### src/rtl/axi4_mst_bridge_pkg.sv
// Shared bus configuration, AXI4 channel bundles and bridge FSM encoding.
// Latency: n/a (types, constants and one pure helper function only).
// Backpressure: n/a.
// Contents: sysbus widths, vendor ID, AXI burst/response codes, master in/out
// channel structs, device descriptor, bridge state enum, 4 KB crossing helper.
package axi4_mst_bridge_pkg;

   localparam int CFG_SYSBUS_ADDR_BITS       = 32;
   localparam int CFG_SYSBUS_DATA_BITS       = 64;
   localparam int CFG_SYSBUS_DATA_BYTES      = CFG_SYSBUS_DATA_BITS / 8;
   localparam int CFG_LOG2_SYSBUS_DATA_BYTES = 3;
   localparam int CFG_SYSBUS_ID_BITS         = 4;

   localparam logic [15:0] VENDOR_OPTIMITECH = 16'h00F1;

   localparam logic [1:0] AXI_BURST_INCR  = 2'b01;
   localparam logic [1:0] AXI_RESP_OKAY   = 2'b00;
   localparam logic [1:0] AXI_RESP_SLVERR = 2'b10;
   localparam logic [1:0] AXI_RESP_DECERR = 2'b11;

   typedef struct packed {
      logic [15:0] vid;
      logic [15:0] did;
   } dev_config_type;

   // Slave-to-master channels
   typedef struct packed {
      logic                              aw_ready;
      logic                              w_ready;
      logic                              b_valid;
      logic [1:0]                        b_resp;
      logic                              ar_ready;
      logic                              r_valid;
      logic [CFG_SYSBUS_DATA_BITS-1:0]   r_data;
      logic [1:0]                        r_resp;
      logic                              r_last;
   } axi4_master_in_type;

   // Master-to-slave channels
   typedef struct packed {
      logic                              aw_valid;
      logic [CFG_SYSBUS_ADDR_BITS-1:0]   aw_addr;
      logic [7:0]                        aw_len;
      logic [2:0]                        aw_size;
      logic [1:0]                        aw_burst;
      logic [CFG_SYSBUS_ID_BITS-1:0]     aw_id;
      logic                              w_valid;
      logic [CFG_SYSBUS_DATA_BITS-1:0]   w_data;
      logic [CFG_SYSBUS_DATA_BYTES-1:0]  w_strb;
      logic                              w_last;
      logic                              b_ready;
      logic                              ar_valid;
      logic [CFG_SYSBUS_ADDR_BITS-1:0]   ar_addr;
      logic [7:0]                        ar_len;
      logic [2:0]                        ar_size;
      logic [1:0]                        ar_burst;
      logic [CFG_SYSBUS_ID_BITS-1:0]     ar_id;
      logic                              r_ready;
   } axi4_master_out_type;

   // ST_DRAIN_W / ST_ERR_B / ST_ERR_R are only reachable when the 4 KB
   // crossing check is compiled in.
   typedef enum logic [3:0] {
      ST_IDLE,
      ST_AR,
      ST_R,
      ST_AW,
      ST_W,
      ST_B,
      ST_DRAIN_W,
      ST_ERR_B,
      ST_ERR_R
   } bridge_state_t;

   // True when a burst of len+1 full-width beats starting at the given page
   // offset runs past the end of its 4 KB page.
   function automatic logic crosses_4k(input logic [11:0] offs, input logic [7:0] len);
      logic [13:0] end_offs;
      end_offs = {2'b00, offs} + (({6'd0, len} + 14'd1) << CFG_LOG2_SYSBUS_DATA_BYTES);
      return end_offs > 14'd4096;
   endfunction

endpackage

### src/rtl/axi4_mst_bridge.sv
// Single-outstanding AXI4 INCR burst initiator fed by a request/stream port.
// Latency: request accept -> AR/AW valid next cycle; R/W/B paths combinational.
// Backpressure: i_resp_ready drives rready/bready, slave wready drives o_wready.
// Ports: i_clk, i_nrst (async active-low), o_cfg (vid/did), i_xmsti/o_xmsto
// (AXI4 channels), i_req_* (request), i_w* (write beats), o_resp_* (responses).
// Build option AXI4_MST_BRIDGE_4K_CHECK_EN: requests crossing a 4 KB page are
// answered locally with error responses instead of reaching the bus.
module axi4_mst_bridge
   import axi4_mst_bridge_pkg::*;
#(
   parameter logic [15:0] vid = VENDOR_OPTIMITECH,
   parameter logic [15:0] did = 16'h0000
) (
   input  logic                              i_clk,
   input  logic                              i_nrst,
   output dev_config_type                    o_cfg,
   input  axi4_master_in_type                i_xmsti,
   output axi4_master_out_type               o_xmsto,
   input  logic                              i_req_valid,
   output logic                              o_req_ready,
   input  logic                              i_req_write,
   input  logic [CFG_SYSBUS_ADDR_BITS-1:0]   i_req_addr,
   input  logic [7:0]                        i_req_len,
   input  logic                              i_wvalid,
   output logic                              o_wready,
   input  logic [CFG_SYSBUS_DATA_BITS-1:0]   i_wdata,
   input  logic [CFG_SYSBUS_DATA_BYTES-1:0]  i_wstrb,
   output logic                              o_resp_valid,
   input  logic                              i_resp_ready,
   output logic [CFG_SYSBUS_DATA_BITS-1:0]   o_resp_rdata,
   output logic                              o_resp_last,
   output logic                              o_resp_err
);

   bridge_state_t                    state, state_nxt;
   logic [CFG_SYSBUS_ADDR_BITS-1:0]  addr_q, addr_nxt;
   logic [7:0]                       len_q, len_nxt;
   logic [7:0]                       cnt_q, cnt_nxt;
   axi4_master_out_type              xmsto;

   // Only bit 1 of each response distinguishes OKAY/EXOKAY from errors.
   logic unused_resp_lsb;
   assign unused_resp_lsb = i_xmsti.r_resp[0] ^ i_xmsti.b_resp[0];

   assign o_cfg.vid = vid;
   assign o_cfg.did = did;
   assign o_xmsto   = xmsto;

   always_ff @(posedge i_clk or negedge i_nrst) begin
      if (!i_nrst) begin
         state  <= ST_IDLE;
         addr_q <= '0;
         len_q  <= '0;
         cnt_q  <= '0;
      end else begin
         state  <= state_nxt;
         addr_q <= addr_nxt;
         len_q  <= len_nxt;
         cnt_q  <= cnt_nxt;
      end
   end

   always_comb begin
      state_nxt    = state;
      addr_nxt     = addr_q;
      len_nxt      = len_q;
      cnt_nxt      = cnt_q;
      o_req_ready  = 1'b0;
      o_wready     = 1'b0;
      o_resp_valid = 1'b0;
      o_resp_rdata = '0;
      o_resp_last  = 1'b0;
      o_resp_err   = 1'b0;

      // Address/control come straight from registers so they stay stable
      // for the whole valid-before-ready window.
      xmsto          = '0;
      xmsto.ar_addr  = addr_q;
      xmsto.ar_len   = len_q;
      xmsto.ar_size  = 3'(CFG_LOG2_SYSBUS_DATA_BYTES);
      xmsto.ar_burst = AXI_BURST_INCR;
      xmsto.aw_addr  = addr_q;
      xmsto.aw_len   = len_q;
      xmsto.aw_size  = 3'(CFG_LOG2_SYSBUS_DATA_BYTES);
      xmsto.aw_burst = AXI_BURST_INCR;

      case (state)
         ST_IDLE: begin
            o_req_ready = 1'b1;
            if (i_req_valid) begin
               addr_nxt  = i_req_addr;
               len_nxt   = i_req_len;
               cnt_nxt   = '0;
               state_nxt = i_req_write ? ST_AW : ST_AR;
`ifdef AXI4_MST_BRIDGE_4K_CHECK_EN
               if (crosses_4k(i_req_addr[11:0], i_req_len)) begin
                  state_nxt = i_req_write ? ST_DRAIN_W : ST_ERR_R;
               end
`endif
            end
         end

         ST_AR: begin
            xmsto.ar_valid = 1'b1;
            if (i_xmsti.ar_ready) state_nxt = ST_R;
         end

         // rlast alone ends the burst, even if it disagrees with len.
         ST_R: begin
            xmsto.r_ready = i_resp_ready;
            o_resp_valid  = i_xmsti.r_valid;
            o_resp_rdata  = i_xmsti.r_data;
            o_resp_last   = i_xmsti.r_last;
            o_resp_err    = i_xmsti.r_resp[1];
            if (i_xmsti.r_valid && i_resp_ready && i_xmsti.r_last) state_nxt = ST_IDLE;
         end

         ST_AW: begin
            xmsto.aw_valid = 1'b1;
            if (i_xmsti.aw_ready) begin
               cnt_nxt   = '0;
               state_nxt = ST_W;
            end
         end

         ST_W: begin
            xmsto.w_valid = i_wvalid;
            xmsto.w_data  = i_wdata;
            xmsto.w_strb  = i_wstrb;
            xmsto.w_last  = (cnt_q == len_q);
            o_wready      = i_xmsti.w_ready;
            if (i_wvalid && i_xmsti.w_ready) begin
               cnt_nxt = cnt_q + 8'd1;
               if (cnt_q == len_q) state_nxt = ST_B;
            end
         end

         ST_B: begin
            xmsto.b_ready = i_resp_ready;
            o_resp_valid  = i_xmsti.b_valid;
            o_resp_last   = 1'b1;
            o_resp_err    = i_xmsti.b_resp[1];
            if (i_xmsti.b_valid && i_resp_ready) state_nxt = ST_IDLE;
         end

`ifdef AXI4_MST_BRIDGE_4K_CHECK_EN
         // Swallow the caller's write beats so its stream stays in sync.
         ST_DRAIN_W: begin
            o_wready = 1'b1;
            if (i_wvalid) begin
               cnt_nxt = cnt_q + 8'd1;
               if (cnt_q == len_q) state_nxt = ST_ERR_B;
            end
         end

         ST_ERR_B: begin
            o_resp_valid = 1'b1;
            o_resp_last  = 1'b1;
            o_resp_err   = 1'b1;
            if (i_resp_ready) state_nxt = ST_IDLE;
         end

         ST_ERR_R: begin
            o_resp_valid = 1'b1;
            o_resp_err   = 1'b1;
            o_resp_last  = (cnt_q == len_q);
            if (i_resp_ready) begin
               cnt_nxt = cnt_q + 8'd1;
               if (cnt_q == len_q) state_nxt = ST_IDLE;
            end
         end
`endif

         default: state_nxt = ST_IDLE;
      endcase
   end

endmodule

### config.mk
export PLATFORM = sky130hd
export DESIGN_NAME = axi4_mst_bridge
export DESIGN_NICKNAME = d
export VERILOG_FILES = /design/src/rtl/axi4_mst_bridge_pkg.sv /design/src/rtl/axi4_mst_bridge.sv
export SDC_FILE = /design/constraint.sdc
export NUM_CORES = 1
export LEC_CHECK = 0
export BUFFER_PORTS_ARGS = -buffer_cell sky130_fd_sc_hd__buf_2
export CAP_MARGIN = 20
export CORE_AREA = 5 5 179 181
export CTS_CLUSTER_DIAMETER = 60
export DETAILED_ROUTE_END_ITERATION = 12
export DIE_AREA = 0 0 184 186
export PLACE_DENSITY = 0.36
export SYNTH_ARGS = -nofsm -noshare
export SYNTH_HDL_FRONTEND = slang
export SYNTH_SLANG_ARGS = --single-unit
### constraint.sdc
create_clock -name i_clk -period 3.45 [get_ports i_clk]
set_clock_uncertainty 0.1 [all_clocks]
set_input_delay 0.1725 -clock i_clk [delete_from_list [all_inputs] [get_ports i_clk]]
set_output_delay 0.1725 -clock i_clk [all_outputs]
set_load 0.02 [all_outputs]
==> run_results.csv <==
group,metric,value,unit
status,outcome,"finished, final reports clean",
setup_path,crit_path_max_incr_delay,0.73,ns
yosys,avgSynthCellArea,9.26,um2
final_layout,area_growth,60.4,%
setup_path,rr_endpoint,"cnt_q[6]$_DFFE_PN0P_",
clock_network,cts_setup_buffers,0,
setup_path,r2r_slack,1.10,ns
floorplan,coreArea,30300,um2
final_layout,drive_gt1_frac,0.584,
yosys,syn_area,3920,um2
clock_network,cts_root_buffer,"clkbuf_16",
global_routing,antenna_found_initial,6,
timing,max_freq,372,MHz
min_path,holdPathEnd,"addr_q[22]$_DFFE_PN0P_",
setup_path,critPathMaxFanout,39,
floorplan,die_w,184,um
timing,holdWs,0.0125,ns
yosys,yosys_warnings,0,
timing,slew_headroom,0.504,
final_layout,mostFrequentLayoutCells,"416 x buf_2, 139 x and2_1, 51 x dfrtp_1",
floorplan,die_height,186,um
min_path,min-delay-start,"i_req_addr[22]",
timing,worst_slew_pin_slew,0.738,ns
final_layout,regArea,1280,um2
clock_network,clk_latency,0.29,ns
setup_path,critPathSlowestCell,"dfrtp_1",
yosys,synth_edf_count,0,
timing,fin_tns_setup,0,ns
final_layout,diodes,0,
yosys,synth.distinct_cells,39,
placed_design,place_area,5940,um2
final_layout,layout_commonest_cell,"buf_2",
routing,viasPerCell,3.41,
final_layout,multiInputGateArea,2020,um2
global_routing,track_usage,0.0924,
placed_design,dpl.hpwl,15500,um
global_routing,grt_overflow_total,0,
routing,num_vias,4095,
yosys,synth_top_area_frac,0.326,
yosys,synth_flop_cell,"dfrtp_1",
setup_path,cp-end-kind,"output pin",
min_path,hold-path-cell-count,2,
setup_path,cp_top_family,"simple AND/OR/NAND/NOR gates",
setup_path,worst_setup_path_start_kind,"flip-flop",
placed_design,pre_cts_ws,1.00,ns
final_layout,post-route-util,0.208,
floorplan,start_util,0.129,
clock_network,cts_inserted_buffers,5,
timing,setup_violations,0,
floorplan,dieArea,34200,um2
clock_network,htreeDepth,2,
setup_path,worstPathCellList,"nor3b_4, buf_4, and2_1, buf_2",
timing,rsz0062_at_grt,"no",
global_routing,grt_pass1_wl,24600,um
final_layout,layout.cells.non_filler,1201,
global_routing,grt_max_degree,50,
power,leakagePower,3.57,nW
clock_network,cts_tree,"yes",
clock_network,clk_pin_slew,0.08,ns
yosys,synth-seq-cells,51,
power,peakVddDrop,0.209,mV
setup_path,reg2reg_depth,5,
setup_path,cp_data_arrival_time,2.41,ns
final_layout,fin_nets,997,
routing,wire_per_inst,14.8,um
yosys,synth_cells,423,
yosys,yosys.area.top_type,"dfrtp_1",
routing,ant_nets,0,
floorplan,row_count,64,
timing,setup_slack,0.764,ns
setup_path,critical_path_class,"flip-flop to output pin",
routing,drtIter0Drc,75,
clock_network,clock_path_buffers,2,
yosys,yosys-top-cells-area,"dfrtp_1 33%, and2_1 22%, buf_4 18%, mux2_2 11%, xor2_1 1.8%",
power,power_density,776,nW/um2
routing,routed_wl,17800,um
routing,post-route-drc-count,0,
placed_design,port_buffers,416,
final_layout,stdcell_area,6280,um2
power,finalPower,4.87,mW
routing,dr.pass1.iters,4,
clock_network,clock_sinks,51,
placed_design,dp.cells,1173,
min_path,hold_class,"input port to flip-flop",
setup_path,reg2reg_from,"state[2]$_DFFE_PN0P_",
timing,fin_crit_sh,0.779,
yosys,seq_area_frac_synth,0.326,
run,max-cap-violations,0,
global_routing,first_global_vias,3961,
floorplan,ioPinCount,469,
yosys,async_flop_share,1.00,
setup_path,cp_num_buf_inv,2,
timing,hold_violations,0,
setup_path,required,3.18,ns
final_layout,n_fill_cell,3431,
timing,maxSlewViolCount,0,
timing,finalCriticalPeriod,2.69,ns
placed_design,place_congestion,0.746,
layer usage:
metal,track usage,vias to the layer above,share of wire
met3,0.0346,17,0.11
li1,-,1986,-
met5,0,-,0.0049
met4,0.0175,10,0.0095
met1,0.109,1847,0.37
met2,0.162,235,0.51
synth_stat cells (4+ instances only):
cell type and count:
and2_1 140, buf_4 94, dfrtp_1 51, mux2_2 37, clkbuf_1 17, nand3_1 8, xor2_1 8, nand2_1 6
a31oi_1 5, and3_1 4, mux2_1 4, nor2_1 4
worst register-to-register path, stage by stage (launching register included):
cell and delay (ns):
dfrtp_1 0.73, nor3b_4 0.62, buf_4 0.40, nand3_1 0.15
nor2_1 0.12, a2bb2oi_1 0.14
layout make-up:
cell class | instances | share of cell area
Clock buffer | 5 | 0.0199
Inverter | 2 | 0.00120
Clock inverter | 3 | 0.00319
Sequential cell | 51 | 0.203
Timing Repair Buffer | 441 | 0.371
Multi-Input combinational cell | 303 | 0.322
Tap cell | 396 | 0.0789
what timing repair did:
item / in CTS / in global routing
hold buffers: 20 / 0
resized for setup: 0 / 0
hold endpoints to repair: 45 / 0
worst max path at each step:
stage / from / end / slack [ns] / cells past startpoint
global placement: state[2]$_DFFE_PN0P_ / o_xmsto[116] / 0.99 / 4
CTS: state[2]$_DFFE_PN0P_ / o_xmsto[76] / 0.66 / 4
floorplan: state[0]$_DFFE_PN0P_ / addr_q[0]$_DFFE_PN0P_ / 1.33 / 6
global route: state[2]$_DFFE_PN0P_ / o_xmsto[58] / 0.50 / 4
finish: state[2]$_DFFE_PN0P_ / o_xmsto[76] / 0.76 / 4
detailed placement: state[2]$_DFFE_PN0P_ / o_xmsto[76] / 1.00 / 4
flip-flops by register name, summed over array words and instances (netlist names):
register  count
state         3
cnt_q         8
len_q         8
addr_q       32
power breakdown:
group	total (mW)	leakage, nW	internal [mW]	switching [mW]
Clock	0.499	0.0658	0.268	0.231
Combinational	3.24	2.89	1.21	2.03
Sequential	1.13	0.620	0.863	0.271
Total	4.87	3.57	2.34	2.53
cell families (layout without fill, tap and decap cells):
| kind of cell | Yosys count | in the layout | share of synthesized area |
|---|---|---|---|
| xor+xnor | 8 | 8 | 0.0179 |
| compound gates | 24 | 24 | 0.0444 |
| buf+inv | 117 | 451 | 0.207 |
| flops | 51 | 51 | 0.326 |
| simple gates | 177 | 177 | 0.277 |
| other cells | 2 | 50 | 0.00192 |
| fa+ha+maj | 1 | 1 | 0.00319 |
| mux | 43 | 43 | 0.123 |
Power figures use the tool's default switching activity.
